**src/rtl/vpu_stream_ctrl.sv**
```systemverilog
// Command sequencer wrapping the combinational vpu_op ALU.
// Streams buffer reads -> execute -> registered write, one element per cycle.
module vpu_stream_ctrl #(
  parameter int DATA_W = 32,
  parameter int OP_W   = 4,
  parameter int ADDR_W = 10,
  parameter int LEN_W  = 11
) (
  input  logic              clk,
  input  logic              rst_n,
  input  logic              cmd_valid,
  output logic              cmd_ready,
  input  logic [OP_W-1:0]   cmd_opcode,
  input  logic [ADDR_W-1:0] cmd_src_a,
  input  logic [ADDR_W-1:0] cmd_src_b,
  input  logic [ADDR_W-1:0] cmd_dst,
  input  logic [LEN_W-1:0]  cmd_len,
  input  logic [DATA_W-1:0] cmd_scalar,
  output logic              rd_en_a,
  output logic              rd_en_b,
  output logic [ADDR_W-1:0] rd_addr_a,
  output logic [ADDR_W-1:0] rd_addr_b,
  input  logic [DATA_W-1:0] rd_data_a,
  input  logic [DATA_W-1:0] rd_data_b,
  output logic              op_start,
  output logic [DATA_W-1:0] op_operand0,
  output logic [DATA_W-1:0] op_operand1,
  output logic [OP_W-1:0]   op_opcode,
  input  logic [DATA_W-1:0] op_result,
  output logic              wr_en,
  output logic [ADDR_W-1:0] wr_addr,
  output logic [DATA_W-1:0] wr_data,
  output logic              busy,
  output logic              done,
  output logic              err
);

  localparam logic [OP_W-1:0] OP_MUL = OP_W'(2);

  typedef enum logic [1:0] {IDLE, ISSUE, DRAIN, FIN} state_t;

  state_t            state_q, state_d;
  logic [OP_W-1:0]   opc_q, opc_d;
  logic [ADDR_W-1:0] src_a_q, src_a_d;
  logic [ADDR_W-1:0] src_b_q, src_b_d;
  logic [ADDR_W-1:0] dst_q, dst_d;
  logic [LEN_W-1:0]  len_q, len_d;
  logic [DATA_W-1:0] scalar_q, scalar_d;
  logic              err_q, err_d;
  logic [LEN_W-1:0]  idx_q, idx_d;
  logic              ex_vld_q, ex_vld_d;
  logic [ADDR_W-1:0] ex_idx_q, ex_idx_d;
  logic              wr_en_q, wr_en_d;
  logic [ADDR_W-1:0] wr_addr_q, wr_addr_d;
  logic [DATA_W-1:0] wr_data_q, wr_data_d;

  logic issue;
  logic is_mul;

  assign issue  = (state_q == ISSUE);
  assign is_mul = (opc_q == OP_MUL);

  always_ff @(posedge clk or negedge rst_n) begin
    if (!rst_n) begin
      state_q   <= IDLE;
      opc_q     <= '0;
      src_a_q   <= '0;
      src_b_q   <= '0;
      dst_q     <= '0;
      len_q     <= '0;
      scalar_q  <= '0;
      err_q     <= 1'b0;
      idx_q     <= '0;
      ex_vld_q  <= 1'b0;
      ex_idx_q  <= '0;
      wr_en_q   <= 1'b0;
      wr_addr_q <= '0;
      wr_data_q <= '0;
    end else begin
      state_q   <= state_d;
      opc_q     <= opc_d;
      src_a_q   <= src_a_d;
      src_b_q   <= src_b_d;
      dst_q     <= dst_d;
      len_q     <= len_d;
      scalar_q  <= scalar_d;
      err_q     <= err_d;
      idx_q     <= idx_d;
      ex_vld_q  <= ex_vld_d;
      ex_idx_q  <= ex_idx_d;
      wr_en_q   <= wr_en_d;
      wr_addr_q <= wr_addr_d;
      wr_data_q <= wr_data_d;
    end
  end

  always_comb begin
    state_d  = state_q;
    opc_d    = opc_q;
    src_a_d  = src_a_q;
    src_b_d  = src_b_q;
    dst_d    = dst_q;
    len_d    = len_q;
    scalar_d = scalar_q;
    err_d    = err_q;
    idx_d    = idx_q;
    unique case (state_q)
      IDLE: begin
        if (cmd_valid) begin
          opc_d    = cmd_opcode;
          src_a_d  = cmd_src_a;
          src_b_d  = cmd_src_b;
          dst_d    = cmd_dst;
          len_d    = cmd_len;
          scalar_d = cmd_scalar;
          idx_d    = '0;
          err_d    = (cmd_opcode > OP_MUL);
          if (cmd_opcode > OP_MUL || cmd_len == '0)
            state_d = FIN;
          else
            state_d = ISSUE;
        end
      end
      ISSUE: begin
        idx_d = idx_q + LEN_W'(1);
        if (idx_q == len_q - LEN_W'(1))
          state_d = DRAIN;
      end
      DRAIN: begin
        // last element has left execute; its write is on the bus now
        if (!ex_vld_q)
          state_d = FIN;
      end
      FIN: begin
        err_d   = 1'b0;
        state_d = IDLE;
      end
      default: state_d = IDLE;
    endcase
  end

  always_comb begin
    ex_vld_d  = issue;
    ex_idx_d  = issue ? idx_q[ADDR_W-1:0] : '0;
    wr_en_d   = ex_vld_q;
    wr_addr_d = ex_vld_q ? dst_q + ex_idx_q : '0;
    wr_data_d = ex_vld_q ? op_result : '0;
  end

  assign cmd_ready = (state_q == IDLE);
  assign busy      = (state_q != IDLE);
  assign done      = (state_q == FIN);
  assign err       = done & err_q;

  assign rd_en_a   = issue;
  assign rd_en_b   = issue & ~is_mul;
  assign rd_addr_a = rd_en_a ? src_a_q + idx_q[ADDR_W-1:0] : '0;
  assign rd_addr_b = rd_en_b ? src_b_q + idx_q[ADDR_W-1:0] : '0;

  assign op_start    = ex_vld_q;
  assign op_opcode   = ex_vld_q ? opc_q : '0;
  assign op_operand0 = ex_vld_q ? rd_data_a : '0;
  assign op_operand1 = !ex_vld_q ? '0 : (is_mul ? scalar_q : rd_data_b);

  assign wr_en   = wr_en_q;
  assign wr_addr = wr_addr_q;
  assign wr_data = wr_data_q;

endmodule

```
**config.mk**
```make
export PLATFORM = sky130hd
export DESIGN_NAME = vpu_stream_ctrl
export DESIGN_NICKNAME = d
export VERILOG_FILES = /design/src/rtl/vpu_stream_ctrl.sv
export SDC_FILE = /design/constraint.sdc
export NUM_CORES = 1
export LEC_CHECK = 0
export ABC_AREA = 1
export CAP_MARGIN = 5
export CORE_MARGIN = 4
export CORE_UTILIZATION = 44
export CTS_CLUSTER_DIAMETER = 50
export CTS_CLUSTER_SIZE = 24
export DETAILED_ROUTE_END_ITERATION = 12
export PLACE_DENSITY = 0.82
export SYNTH_ARGS = -nofsm -noshare
export SYNTH_HDL_FRONTEND = slang
export SYNTH_SLANG_ARGS = --single-unit
export TNS_END_PERCENT = 100
```
**constraint.sdc**
```tcl
create_clock -name clk -period 2.7 [get_ports clk]
set_input_delay 0.27 -clock clk [delete_from_list [all_inputs] [get_ports clk]]
set_output_delay 0.27 -clock clk [all_outputs]
set_load 0.03 [all_outputs]
```
==> results of run 1 <==
[cell type report]
| cell class | count | area [um^2] | share of cell area (%) |
|---|---|---|---|
| flip-flops and latches | 145 | 3630 | 29.9 |
| multi-input cells | 731 | 3630 | 29.9 |
| repair buffers | 345 | 3500 | 28.7 |
| inverters | 142 | 533 | 4.38 |
| clock buffers | 19 | 443 | 3.64 |
| well taps | 225 | 282 | 2.31 |
| clock inverters | 13 | 138 | 1.13 |
| diodes | 2 | 5.00 | 0.0411 |
[path summary, 6_finish.rpt]
kind,from,endpoint
worst max-delay path,idx_q[0],rd_addr_a[8]
worst min-delay path,op_result[6],wr_data[6]
worst max register to register,state_q[1],idx_q[3]
worst min register to register,scalar_q[10],scalar_q[10]
max in group asynchronous,rst_n,opc_q[0]
min in group asynchronous,rst_n,dst_q[0]
[power groups by stage]
stage / logic, mW / clock network, mW / registers [mW]
after detailed placement: 6.46 / 0 / 3.54
final: 6.51 / 2.33 / 3.54
after CTS: 6.51 / 2.37 / 3.52
after global placement: 6.35 / 0 / 3.51
after floorplan: 3.59 / 0 / 3.75
after global routing: 7.13 / 2.47 / 3.63
[registers in the layout, summed over array words and instances (netlist names)]
signal,count
scalar_q,32
state_q,2
dst_q,10
wr_en,1
wr_data,32
src_a_q,10
op_start,1
wr_addr,10
ex_idx_q,10
opc_q,4
src_b_q,10
idx_q,11
len_q,11
err_q,1
[logic make-up (layout without fill, tap and decap cells)]
group | after synthesis | count (layout) | synth area share, %
simple gates | 552 | 552 | 28.6
buf+inv | 183 | 519 | 8.98
flops | 145 | 145 | 46.3
compound gates | 132 | 132 | 8.92
fa+ha+maj | 36 | 36 | 6.03
xor+xnor | 11 | 11 | 1.23
other cells | 0 | 2 | 0
[placed cells by master (no fill, tap or decap), types with 5 or more instances in the layout]
master,synthesis,final
a21oi_1,44,39
a21oi_2,0,5
buf_12,0,7
buf_4,1,32
clkbuf_16,0,17
clkdlybuf4s50_1,0,261
dfrtp_1,145,142
dlygate4sd2_1,0,9
dlymetal6s2s_1,0,29
ha_1,33,26
ha_4,0,5
inv_1,140,139
nand2_1,376,373
nand2_2,3,6
nand3_1,31,31
nand4_1,11,11
nor2_1,107,106
nor2_2,5,6
nor3_1,8,6
o21ai_0,74,66
o21ai_1,2,7
xor2_1,7,7
[per-stage QoR]
| stage | hold slack, ns | area [um^2] | setup TNS (ns) | util [%] | cells |
|---|---|---|---|---|---|
| 2_1_floorplan | -0.0256 | 7850 | 0 | - | 1059 |
| 3_3_place_gp | 0.313 | 11400 | 0 | 65.6 | 1585 |
| 3_5_place_dp | 0.322 | 11400 | 0 | 65.6 | 1585 |
| 4_1_cts | 0.349 | 12000 | -0.0108 | 69.2 | 1620 |
| 5_1_grt | 0.367 | 12200 | -0.194 | 70.1 | 1622 |
| 6_report | 0.366 | 12200 | -0.00487 | 70.1 | 1622 |
[worst register-to-register path, stage by stage (launching register included)]
cell,delay (ns)
dfrtp_1,0.42
inv_1,0.09
ha_1,0.31
nand2_2,0.26
buf_4,0.30
nor2_1,0.27
inv_1,0.18
o21ai_0,0.13
a21oi_1,0.06
[what timing repair did]
item / in CTS / in global routing
setup endpoints to repair: 47 / 40
gates resized for setup: 32 / 55
hold buffers: 1 / 0
endpoints found under the hold margin: 65 / 0
setup buffers: 3 / 0
pin swaps: 4 / 5
cloned: 0 / 0
[layer usage]
layer  GRT usage, %  vias up
li1               -     3915
met1           33.8     3705
met2           42.2      299
met3           6.94       62
met4           10.2        0
met5              0        -
==> impl_metrics.csv, run 1 <==
group,metric,value,unit
outcome,outcome,"finished with violations",
outcome,violations,"negative setup slack",
floorplanning,std_cell_rows,48,
logic_synthesis,yosysSeqAreaShare,46.3,%
pwr,powerDensity,1020,mW/mm^2
worst_hold_path,holdPathStages,3,
setup_path,crit_path_max_fanout,4,
setup_path,r2r_setup_slack,0.55,ns
global_routing,grt_max_degree,69,
setup_path,crit_chain,"buf_6 > ha_4 > fa_2 > nand2_1 > inv_1 > o21ai_2 > nand2_2 > buf_4 > nand4_1 > a21oi_2 > nor2_2 > buf_12",
sta,clock_skew,0.00963,ns
setup_path,slowest_stage,"dfrtp_1",
clock_tree,cts.htree.levels,4,
sta,max_freq,370,MHz
drt,wl,26500,um
placed_design,place.port_buffers,313,
logic_synthesis,synth.most_common_cell,"nand2_1",
placed_design,dp_hpwl,20300,um
setup_path,ff2ff_path_depth,8,
logic_synthesis,synthTopCellsByArea,"dfrtp_1, nand2_1, inv_1",
sta,hold_viol,0,
sta,min_period_over_period,100,%
clock_tree,clkLatencyLatePin,0.42,ns
pwr,p_clk_share,18.8,%
setup_path,path_depth,12,
clock_tree,tritoncts,"built",
logic_synthesis,synthDistinctLibCells,37,
clock_tree,clock_sinks,145,
drt,drcViolationCount,0,
clock_tree,clk_pin_slew,0.06,ns
setup_path,cp-start-kind,"register",
sta,fin_ws,-0.00487,ns
logic_synthesis,synth_common_cells,"nand2_1, dfrtp_1, inv_1, nor2_1, o21ai_0",
drt,wl_met1,11100,um
clock_tree,cts_made_buffers,17,
worst_hold_path,hp-class,"in -> reg",
global_routing,grt_pass1_vias,7815,
logic_synthesis,avgSynthCellArea,7.41,um^2
pwr,p_sw,5.56,mW
clock_tree,cts_max_path_buffers,2,
drt,dr_wl_met2,12400,um
drt,detail-route-antenna-nets,0,
pwr,pwr-share-comb,52.6,%
sta,tightest_slew,0.629,ns
drt,via_per_inst,4.92,
global_routing,antenna_found_initial,2,
logic_synthesis,syn_nets,1271,
floorplanning,die_h,142,um
drt,top_layer,"met4",
logic_synthesis,netlist_area,0.00785,mm^2
floorplanning,dieArea,0.0200,mm^2
sta,rsz0062_at_grt,"true",
logic_synthesis,synth_top_cell_by_area,"dfrtp_1",
sta,period_minus_slack,2.70,ns
placed_design,finalWeightedCongestion,0.943,
cells_and_area,syn2layout_area_growth,55.1,%
cells_and_area,fin_nets,1594,
floorplanning,ioPinCount,314,
setup_path,worstPathArrival,2.43,ns
setup_path,cp-end-kind,"output pin",
logic_synthesis,yosysTopAreaCellShare,46.3,%
cells_and_area,fillers,1389,
logic_synthesis,async_flop_share,100,%
global_routing,grt_pass1_wl,41300,um
drt,drt-initial-drc-count,384,
drt,vias,7981,
setup_path,max_stage_delay,0.39,ns
pwr,seq_power_share,28.6,%
clock_tree,cts_root_buf,"clkbuf_16",
pwr,swShare,44.9,%
setup_path,required,2.43,ns
sta,slew_headroom,58.1,%
global_routing,grt_overflow_total,0,
setup_path,worstSetupPathType,"reg -> out",
placed_design,dp_slack,0.0905,ns
floorplanning,core_area,0.0174,mm^2
logic_synthesis,synth-main-ff-cell,"dfrtp_1",
cells_and_area,drive_gt1_share,8.60,%
drt,dr.pass1.iters,7,
setup_path,cp_top_family,"adder cells",
logic_synthesis,netlist_instances,1059,
floorplanning,initial_core_util,45.2,%
pwr,intPower,6.82,mW
logic_synthesis,yosys_warnings,0,
sta,drv_slew,0,
job,max_cap_viol_count,0,
pwr,ir_drop,0.603,mV
logic_synthesis,synth_seq_cells,145,
pwr,power,12.4,mW
floorplanning,die_w,142,um
drt,wl_per_cell,16.3,um
pwr,p_leak,6.85,nW
drt,wl_met3,2030,um
sta,setup_viol_count_final,1,
logic_synthesis,synth-edff-count,0,
global_routing,grt_usage,26.2,%
setup_path,cp_num_buf_inv,4,
No activity file was read; power rests on OpenSTA's default activity.
==> run 2: changes to the inputs <==
- HOLD_SLACK_MARGIN: unset -> 0.1
==> results of run 2 <==
Same layout as run 1: the final DEF is identical, and so are final timing and power.
